===== src/rtl/afifo_pkg.sv =====
// afifo_pkg: definitions shared between the afifo asynchronous FIFO and its
// read-side drain controller.
//   - default data width / prefetch depth / read latency constants
//   - drain FSM state encoding
package afifo_pkg;

    localparam int F_WIDTH_DEF   = 8;
    localparam int BUF_DEPTH_DEF = 4;
    localparam int RD_LAT_DEF    = 1;

    typedef enum logic [1:0] {
        IDLE   = 2'b00,
        BURST  = 2'b01,
        SINGLE = 2'b10
    } drain_state_t;

endpackage


===== src/rtl/drain_buf.sv =====
// drain_buf: circular prefetch buffer for the FIFO drain controller.
// Ports:
//   i_clk, i_rst_n  clock, asynchronous active-low reset
//   i_push, i_data  write one word at the tail
//   i_pop           drop the head word (caller only pops when o_count != 0)
//   o_data          head word, 0 while the buffer is empty
//   o_count         occupancy, 0..BUF_DEPTH
module drain_buf
    import afifo_pkg::*;
#(
    parameter  int F_WIDTH   = F_WIDTH_DEF,
    parameter  int BUF_DEPTH = BUF_DEPTH_DEF,
    localparam int PTR_W     = $clog2(BUF_DEPTH),
    localparam int CNT_W     = PTR_W + 1
) (
    input  logic               i_clk,
    input  logic               i_rst_n,
    input  logic               i_push,
    input  logic [F_WIDTH-1:0] i_data,
    input  logic               i_pop,
    output logic [F_WIDTH-1:0] o_data,
    output logic [CNT_W-1:0]   o_count
);

    logic [F_WIDTH-1:0] r_mem [BUF_DEPTH];
    logic [PTR_W-1:0]   r_wr_ptr;
    logic [PTR_W-1:0]   r_rd_ptr;
    logic [CNT_W-1:0]   r_count;

    // NOTE: sequential state uses non-blocking assignments so every register
    // samples pre-edge values regardless of block evaluation order.
    always_ff @(posedge i_clk or negedge i_rst_n) begin
        if (!i_rst_n) begin
            r_wr_ptr <= '0;
            r_rd_ptr <= '0;
            r_count  <= '0;
        end else begin
            // Pointers are exactly log2(BUF_DEPTH) wide, so they wrap for free.
            if (i_push) r_wr_ptr <= r_wr_ptr + PTR_W'(1);
            if (i_pop)  r_rd_ptr <= r_rd_ptr + PTR_W'(1);
            case ({i_push, i_pop})
                2'b10:   r_count <= r_count + CNT_W'(1);
                2'b01:   r_count <= r_count - CNT_W'(1);
                default: r_count <= r_count;
            endcase
        end
    end

    // NOTE: the storage array has no reset; validity comes from r_count, so
    // clearing it would only cost reset fan-out.
    always_ff @(posedge i_clk) begin
        if (i_push) r_mem[r_wr_ptr] <= i_data;
    end

    // Gate the head so stale or never-written entries never show downstream.
    assign o_data  = (r_count != '0) ? r_mem[r_rd_ptr] : '0;
    assign o_count = r_count;

endmodule


===== src/rtl/fifo_drain_ctrl.sv =====
// fifo_drain_ctrl: read-clock-domain drain controller for afifo.
// Pops the FIFO with a registered r_en, tracks returning data through an
// RD_LAT-deep valid pipe, stores it in a prefetch buffer and presents the
// buffer head as a valid/ready stream.
// Ports:
//   r_clk, reset             clock, asynchronous active-low reset
//   f_empty_flag             FIFO empty (synchronized, may lag)
//   f_almost_empty_flag      FIFO almost empty (synchronized, may lag)
//   d_out                    FIFO read data, valid RD_LAT cycles after r_en
//   r_en                     registered FIFO pop request
//   m_data, m_valid, m_ready downstream stream
//   rd_count                 total pops, 16-bit wrapping
//   busy                     FSM active, pops in flight or buffer occupied
// RD_LAT must be 1 or 2; BUF_DEPTH a power of two >= 2.
module fifo_drain_ctrl
    import afifo_pkg::*;
#(
    parameter int F_WIDTH   = F_WIDTH_DEF,
    parameter int BUF_DEPTH = BUF_DEPTH_DEF,
    parameter int RD_LAT    = RD_LAT_DEF
) (
    input  logic               r_clk,
    input  logic               reset,
    input  logic               f_empty_flag,
    input  logic               f_almost_empty_flag,
    input  logic [F_WIDTH-1:0] d_out,
    output logic               r_en,
    output logic [F_WIDTH-1:0] m_data,
    output logic               m_valid,
    input  logic               m_ready,
    output logic [15:0]        rd_count,
    output logic               busy
);

    localparam int CNT_W = $clog2(BUF_DEPTH) + 1;

    drain_state_t       r_state;
    drain_state_t       w_state_next;
    logic [RD_LAT-1:0]  r_vpipe;
    logic [CNT_W-1:0]   r_inflight;
    logic [CNT_W-1:0]   w_occ;
    logic [CNT_W:0]     w_credit_sum;
    logic               w_capture;
    logic               w_accept;
    logic               w_credit_ok;
    logic               w_single_ok;
    logic               w_issue;

    assign w_capture = r_vpipe[RD_LAT-1];
    assign w_accept  = m_valid & m_ready;

    // Words that will be resident once this edge settles. r_inflight already
    // counts the r_en currently on the wire; a capture only moves a word from
    // the pipe into the buffer, so it does not change the total.
    assign w_credit_sum = {1'b0, w_occ} + {1'b0, r_inflight}
                        - {{CNT_W{1'b0}}, w_accept};
    assign w_credit_ok  = (w_credit_sum < (CNT_W + 1)'(BUF_DEPTH));

    // SINGLE may re-issue in the cycle its previous word lands, giving one
    // pop per RD_LAT+1 cycles with never more than one outstanding.
    assign w_single_ok = (r_inflight == {{(CNT_W - 1){1'b0}}, w_capture});

    // NOTE: every signal written here gets a default first, so no path
    // through the block can leave it unassigned and infer a latch.
    always_comb begin
        w_state_next = r_state;
        w_issue      = 1'b0;

        // Empty wins over almost-empty from every state.
        unique case (r_state)
            IDLE: begin
                if (!f_empty_flag)
                    w_state_next = f_almost_empty_flag ? SINGLE : BURST;
            end
            BURST: begin
                if (f_empty_flag)             w_state_next = IDLE;
                else if (f_almost_empty_flag) w_state_next = SINGLE;
            end
            SINGLE: begin
                if (f_empty_flag)              w_state_next = IDLE;
                else if (!f_almost_empty_flag) w_state_next = BURST;
            end
            default: w_state_next = IDLE;
        endcase

        // Pop policy follows the state chosen from this cycle's flags, so a
        // freshly sampled empty or almost-empty takes effect on the very next
        // r_en rather than one cycle late.
        unique case (w_state_next)
            BURST:   w_issue = w_credit_ok;
            SINGLE:  w_issue = w_credit_ok & w_single_ok;
            default: w_issue = 1'b0;
        endcase
    end

    always_ff @(posedge r_clk or negedge reset) begin
        if (!reset) begin
            r_state    <= IDLE;
            r_en       <= 1'b0;
            r_vpipe    <= '0;
            r_inflight <= '0;
            rd_count   <= '0;
        end else begin
            r_state    <= w_state_next;
            r_en       <= w_issue;
            // Bit 0 is the pop the FIFO just sampled; the top bit marks the
            // cycle its data sits on d_out.
            r_vpipe    <= (r_vpipe << 1) | RD_LAT'(r_en);
            r_inflight <= r_inflight + CNT_W'(w_issue) - CNT_W'(w_capture);
            if (r_en) rd_count <= rd_count + 16'd1;
        end
    end

    drain_buf #(
        .F_WIDTH   (F_WIDTH),
        .BUF_DEPTH (BUF_DEPTH)
    ) u_buf (
        .i_clk   (r_clk),
        .i_rst_n (reset),
        .i_push  (w_capture),
        .i_data  (d_out),
        .i_pop   (w_accept),
        .o_data  (m_data),
        .o_count (w_occ)
    );

    assign m_valid = (w_occ != '0);
    assign busy    = (r_state != IDLE) | (r_inflight != '0) | (w_occ != '0);

endmodule


===== config.mk =====
export PLATFORM = sky130hd
export DESIGN_NAME = fifo_drain_ctrl
export DESIGN_NICKNAME = d
export VERILOG_FILES = /design/src/rtl/afifo_pkg.sv /design/src/rtl/drain_buf.sv /design/src/rtl/fifo_drain_ctrl.sv
export SDC_FILE = /design/constraint.sdc
export NUM_CORES = 1
export LEC_CHECK = 0
export ABC_AREA = 1
export BUFFER_PORTS_ARGS = -buffer_cell sky130_fd_sc_hd__buf_2
export CAP_MARGIN = 5
export CORE_MARGIN = 5
export CORE_UTILIZATION = 64
export CTS_BUF_LIST = sky130_fd_sc_hd__clkbuf_4
export DETAILED_ROUTE_END_ITERATION = 8
export PLACE_DENSITY = 0.87
export RECOVER_POWER = 25
export REMOVE_ABC_BUFFERS = 1
export SLEW_MARGIN = 5
export SYNTH_ARGS = -nofsm -noshare
export SYNTH_HDL_FRONTEND = slang
export SYNTH_SLANG_ARGS = --single-unit

===== constraint.sdc =====
create_clock -name r_clk -period 8.4 [get_ports r_clk]
set_input_delay 1.68 -clock r_clk [delete_from_list [all_inputs] [get_ports r_clk]]
set_output_delay 1.68 -clock r_clk [all_outputs]
set_load 0.02 [all_outputs]

Word-level counts from Yosys, hierarchy flattened
Memory sizes are Yosys's and may differ from the RTL's.
Index checks and enable logic that the tools add are counted.
{"block": "op_classes", "bitwise": 4, "n_eq_ne": 7, "n_addsub": 9, "reduce_logical": 5, "muxes": 12, "order_cmp": 1}
{"cell": "adder 16 x 1 -> 16 bit (second input constant)", "n": 1}
{"cell": "two-way mux 2 bit", "n": 6}
{"cell": "two-way mux 8 bit", "n": 1}
{"cell": "equality test 2 x 1 -> 1 bit (second input constant)", "n": 3}
{"cell": "equality test 2 bit (second input constant)", "n": 3}
{"cell": "one-hot mux 2 bit (3 select lines)", "n": 1}
{"cell": "one-hot mux 3 bit (2 select lines)", "n": 1}
{"cell": "nonzero test 3 bit", "n": 2}
{"cell": "adder 2 x 1 -> 2 bit (second input constant)", "n": 2}
{"cell": "adder 3 x 3 -> 4 bit", "n": 1}
{"cell": "less-than comparator 4 x 3 -> 1 bit (second input constant)", "n": 1}
{"cell": "nonzero test 2 bit", "n": 2}
{"cell": "subtractor 4 x 1 -> 4 bit", "n": 1}
{"cell": "adder 3 x 1 -> 3 bit", "n": 1}
{"cell": "adder 3 x 1 -> 3 bit (second input constant)", "n": 1}
{"cell": "equality test 3 x 1 -> 1 bit", "n": 1}
{"cell": "subtractor 3 x 1 -> 3 bit", "n": 1}
{"cell": "subtractor 3 x 1 -> 3 bit (second input constant)", "n": 1}
{"cell": "bitwise AND 1 bit", "n": 2}
{"cell": "zero test 2 bit", "n": 1}
{"cell": "two-way mux 1 bit", "n": 2}
{"cell": "bitwise OR 1 bit", "n": 2}
{"cell": "one-hot mux 1 bit (2 select lines)", "n": 1}
{"block": "totals", "ram_bits": 32, "word_cells": 47, "register_bits": 30, "out_inout_bits": 27, "in_bits": 13, "memories": 1}
{"memory": "u_buf.r_mem", "depth": 4, "width": 8, "read_ports": 1, "rd_ports_with_merged_regs": 0, "write_ports": 1, "line_no": "drain_buf.sv:25", "source": "logic [F_WIDTH-1:0] r_mem [BUF_DEPTH];"}

Depth between registers and ports, before layout
{"block": "logic_depth", "ltp_word": 8, "ltp_mapped": 19, "ltp_nobuf": 19}

Cells and area by module
Synthesis repeated with hierarchy kept, for this count alone.
{"block": "hier_totals", "hier_cells": 334, "hier_area_um2": 3161.8}
{"module": "drain_buf", "cells_per_inst": 173, "instances": 1, "area_per_inst_um2": 1780.5, "seq_area_each_um2": 1136.1}
{"module": "fifo_drain_ctrl", "cells_per_inst": 161, "instances": 1, "area_per_inst_um2": 1381.3, "seq_area_each_um2": 575.6}

Worst setup path after synthesis
OpenSTA, ideal clock, no wires.
{"block": "synth_timing", "kind": "input -> register", "start": "input port f_empty_flag", "end": "register r_inflight[2]", "required_ns": 8.271, "setup_slack_ns": 4.682, "setup_time_ns": 0.129, "path_stages": 18, "path_buffers": 0, "t_arrival_ns": 3.589, "cell_sequence": "inv_1 -> nand3_1 -> inv_1 -> ha_1 -> inv_1 -> a21oi_1 -> a21oi_1 -> nor2_1 -> nand3_1 -> inv_1 -> nand2_1 -> ha_1 -> inv_1 -> ha_1 -> inv_1 -> fa_1 -> xnor2_1 -> xor2_1"}
{"block": "synth_between", "elab_chain_len": 6, "elab_cells_between_ends": 9, "classes_between": "2 x add/sub; 2 x eq/ne; 5 x mux"}
{"element": "start, declared", "line_no": "fifo_drain_ctrl.sv:24", "source": "input logic f_empty_flag,"}
{"element": "two-way mux 2 bit, on equally long branches", "line_no": "fifo_drain_ctrl.sv:80, fifo_drain_ctrl.sv:72, fifo_drain_ctrl.sv:76"}
{"element": "one-hot mux 2 bit (3 select lines) *", "line_no": "fifo_drain_ctrl.sv:70", "source": "unique case (r_state)"}
{"element": "net w_state_next[1]", "line_no": "fifo_drain_ctrl.sv:38", "source": "drain_state_t w_state_next;"}
{"element": "equality test 2 bit or equality test 2 x 1 -> 1 bit (tied branches)", "line_no": "fifo_drain_ctrl.sv:89", "source": "unique case (w_state_next)"}
{"element": "one-hot mux 1 bit (2 select lines) *", "line_no": "fifo_drain_ctrl.sv:89"}
{"element": "adder 3 x 1 -> 3 bit *", "line_no": "fifo_drain_ctrl.sv:109", "source": "r_inflight <= r_inflight + CNT_W'(w_issue) - CNT_W'(w_capture);"}
{"element": "subtractor 3 x 1 -> 3 bit *", "line_no": "fifo_drain_ctrl.sv:109"}
{"element": "end signal, assigned", "line_no": "fifo_drain_ctrl.sv:109"}
{"element": "end, declared", "line_no": "fifo_drain_ctrl.sv:40", "source": "logic [CNT_W-1:0] r_inflight;"}
The timed path passes the listed nets; every way through them passes the cells marked *.
A chain may end at the register's enable or synchronous reset.

Worst setup path in the final report
Ends and elaborated chain as after synthesis.

==> summary.md <==
| Metric | Value |
|---|---|
| Net count reported at finish | `384` |
| Aggregate routed wire length | `6130 µm` |
| TritonCTS clock tree | `yes` |
| Iteration count of the initial detailed-routing pass | `4` |
| Cell types occupying the most area after synthesis | `edfxtp_1 (32%), dfrtp_1 (25%), inv_1 (5.7%)` |
| Max-capacitance violation count | `0` |
| Flip-flop and latch count after synthesis | `62` |
| Post-place instance area | `3270 µm²` |
| Share of the clock period used by the worst path | `0.439` |
| Maximum root-to-sink buffer count | `2` |
| Arr. time, crit path | `4.00 ns` |
| Total Die Area | `6230 µm²` |
| Row Count | `25` |
| Biggest area consumer among synthesized cells | `edfxtp_1` |
| Hold WC Path Type | `reg2reg` |
| Core Area | `4660 µm²` |
| Clock insertion delay at the later pin of the skew report | `0.39 ns` |
| Drt via density | `5.40` |
| Primary FF master, synth | `edfxtp_1` |
| Global-route wire length before repair | `10,200 µm` |
| Cell Count, Final, Fillers Out | `415` |
| Multi-input logic area | `1080 µm²` |
| Count of buffering cells on the critical path with inverters included | `7` |
| Critical path fanouts, max | `2` |
| Pwr Density | `298 nW/µm²` |
| Placed cell count | `399` |
| Status | `finished, final reports clean` |
| Synth Cell Area | `3040 µm²` |
| Setup TNS | `0 ns` |
| Fraction of layout cells with a size suffix above 1 | `0.177` |
| Yosys top cell area share | `0.316` |
| Slowest CP cell | `fa_1` |
| Number of levels in the clock H-tree | `3` |
| Unrepaired setup endpoints after global routing | `false` |
| Final count of hold timing violations | `0` |
| Overall routing resource usage | `0.218` |
| Unique masters post-synth | `29` |
| Number of global-route vias before repair | `2,150` |
| Final Max Slew Viols | `0` |
| Post CTS Setup Buffer Count | `0` |
| CTS buffer count | `9` |
| Warnings from Yosys | `0` |
| Number of antenna violations at the first check in global routing | `0` |
| Hold bufs inserted after CTS | `0` |
| Minimum period implied by the final worst setup slack | `3.69 ns` |
| Initial DRC Count | `136` |
| Final setup vio count | `0` |
| Family of cells with the greatest summed delay on the critical path | `adder cells` |
| Crit path top cell by count | `inv_1` |
| Number of synthesized flops with an enable pin | `32` |
| Number of sinks driven by the clock tree | `62` |
| Half-perimeter wire length after placement | `4400 µm` |
| Portion of the post-synthesis area used by sequential elements | `0.563` |
| Routed Antenna Nets | `0` |
| WL per Instance | `14.8 µm` |
| Boundary Pins | `40` |
| Effective utilization at floorplan | `0.653` |
| Fin Hold WS | `0.500 ns` |
| Kind of end point of the critical path | `register` |
| Pin count of the biggest net entering global routing | `31` |
| # port buffers | `39` |
| Setup slack after layout | `4.71 ns` |
| Cts repair resizes | `0` |
| FMAX | `271 MHz` |
| Clk_skew | `0.0110 ns` |
| Via count | `2,239` |
| Total congestion overflow | `0` |
| Number of instances in the synthesized netlist | `313` |
| Routability Congestion | `0.831` |
| Area of all placed cells without fillers | `3370 µm²` |
| Transition time at the pin with the least slew margin | `0.667 ns` |
| Synth-to-Final Area Change | `10.7%` |
| Cells along the critical path | `buf_2 -> inv_1 -> nand3_1 -> inv_1 -> ha_1 -> inv_1 -> a21oi_1 -> a21oi_1 -> nor2_1 -> nand3_1 -> inv_1 -> nand2_1 -> ha_1 -> inv_1 -> ha_1 -> inv_1 -> fa_1 -> xnor2_1 -> xor2_1` |
| Vert. Die Dim | `78.9 µm` |
| Worst-case setup slack after placement | `4.32 ns` |
| Max transition margin | `0.555` |
| Delay contributed by the slowest stage of the critical path | `0.39 ns` |
| Leakage power | `1.61 nW` |
| Antenna cells | `0` |
| Nature of the critical path startpoint | `primary input` |
| Maximum ir drop on the vdd rail | `0.175 mV` |
| Synthesized area per cell | `9.72 µm²` |
| Fill cell total of the finished layout | `330` |
| Critical path start-end classification | `in2reg` |
| Clock slew at the register clock pins of the worst setup and hold paths | `0.09 ns` |
| Critical path data required time | `8.71 ns` |
| Die W | `78.9 µm` |
| Post-route DRC | `0` |
| Async S/R FF share, synth | `0.484` |
| Clk root buf | `clkbuf_4` |
| Sequential Area | `1710 µm²` |
[final timing paths]
check | start | to | slack [ns] | depth (start not counted)
min in group asynchronous | reset | r_inflight[1] | 1.31 | 1
max reg2reg | r_inflight[1] | r_inflight[2] | 5.41 | 19
min reg2reg | u_buf.o_count[0] | u_buf.o_count[0] | 0.50 | 1
min | u_buf.o_count[0] | u_buf.o_count[0] | 0.50 | 1
max in group asynchronous | reset | rd_count[14] | 6.65 | 1
max | f_empty_flag | r_inflight[2] | 4.71 | 19
[state kept, by name (all words and copies together) (netlist names)]
name / cells
r_en: 1
r_inflight: 3
r_state: 2
r_vpipe: 1
rd_count: 16
u_buf.o_count: 3
u_buf.r_mem: 32
u_buf.r_rd_ptr: 2
u_buf.r_wr_ptr: 2
[cells by family after synthesis]
group	count (synthesis)	synth area share
compound gates	38	0.0629
xor+xnor	16	0.0485
fa+ha+maj	15	0.0666
buf+inv	58	0.0736
flops	62	0.563
simple gates	124	0.186
[stage by stage]
step | power [mW] | utilization
after floorplan | 0.696 | -
after global placement | 0.788 | 0.702
after detailed placement | 0.821 | 0.702
after CTS | 1.01 | 0.728
after global routing | 1.09 | 0.722
final | 1.00 | 0.722
[report_power, final]
| part | leakage (nW) | internal [mW] | switching, mW |
|---|---|---|---|
| logic | 0.857 | 0.143 | 0.253 |
| clock network | 0.0696 | 0.0859 | 0.101 |
| registers | 0.681 | 0.360 | 0.0616 |
[final cells by class]
cell class,count,area share
timing repair buffer,39,0.0580
multi-input combinational,193,0.320
tap,54,0.0201
inverter,51,0.0569
clock inverter,7,0.0164
sequential,62,0.508
clock buffer,9,0.0201
[metal layers]
layer,vias up,GRT usage,wire [µm]
li1,1096,-,-
met1,1069,0.259,2480
met2,62,0.373,3190
met3,12,0.0714,336
met4,0,0.0739,121
met5,-,0,0
[cells in the mapped netlist, drive strengths merged (2+ instances only)]
library cell and n:
fa 2, clkbuf 2, xor2 13, ha 13, nor3 6, edfxtp 32, buf 5, nor2 48
nand4 4, dfrtp 30, inv 50, nand2 49, a21oi 14, o21ai 23, nand3 14, xnor2 3
[cells in the final DEF (no fill, tap or decap)]
master      n
inv_2       4
nand3b_1    1
nor3_1      4
nand2_2     4
clkinv_1    5
dfrtp_1    30
nand4_1     4
nand3_1    13
nor4_1      1
nand2_1    45
edfxtp_1   32
nor2_2      1
fa_1        2
ha_1       13
o21ai_1     4
buf_2      39
bufinv_16   1
nor3_2      2
or2_1       1
clkinv_2    2
o21ai_0    19
clkbuf_4    9
nand3_2     1
xnor2_2     1
xor2_1     13
nor2_1     47
a31oi_1     1
a21oi_1    14
xnor2_1     2
inv_1      46
No activity file was read; power rests on OpenSTA's default activity.
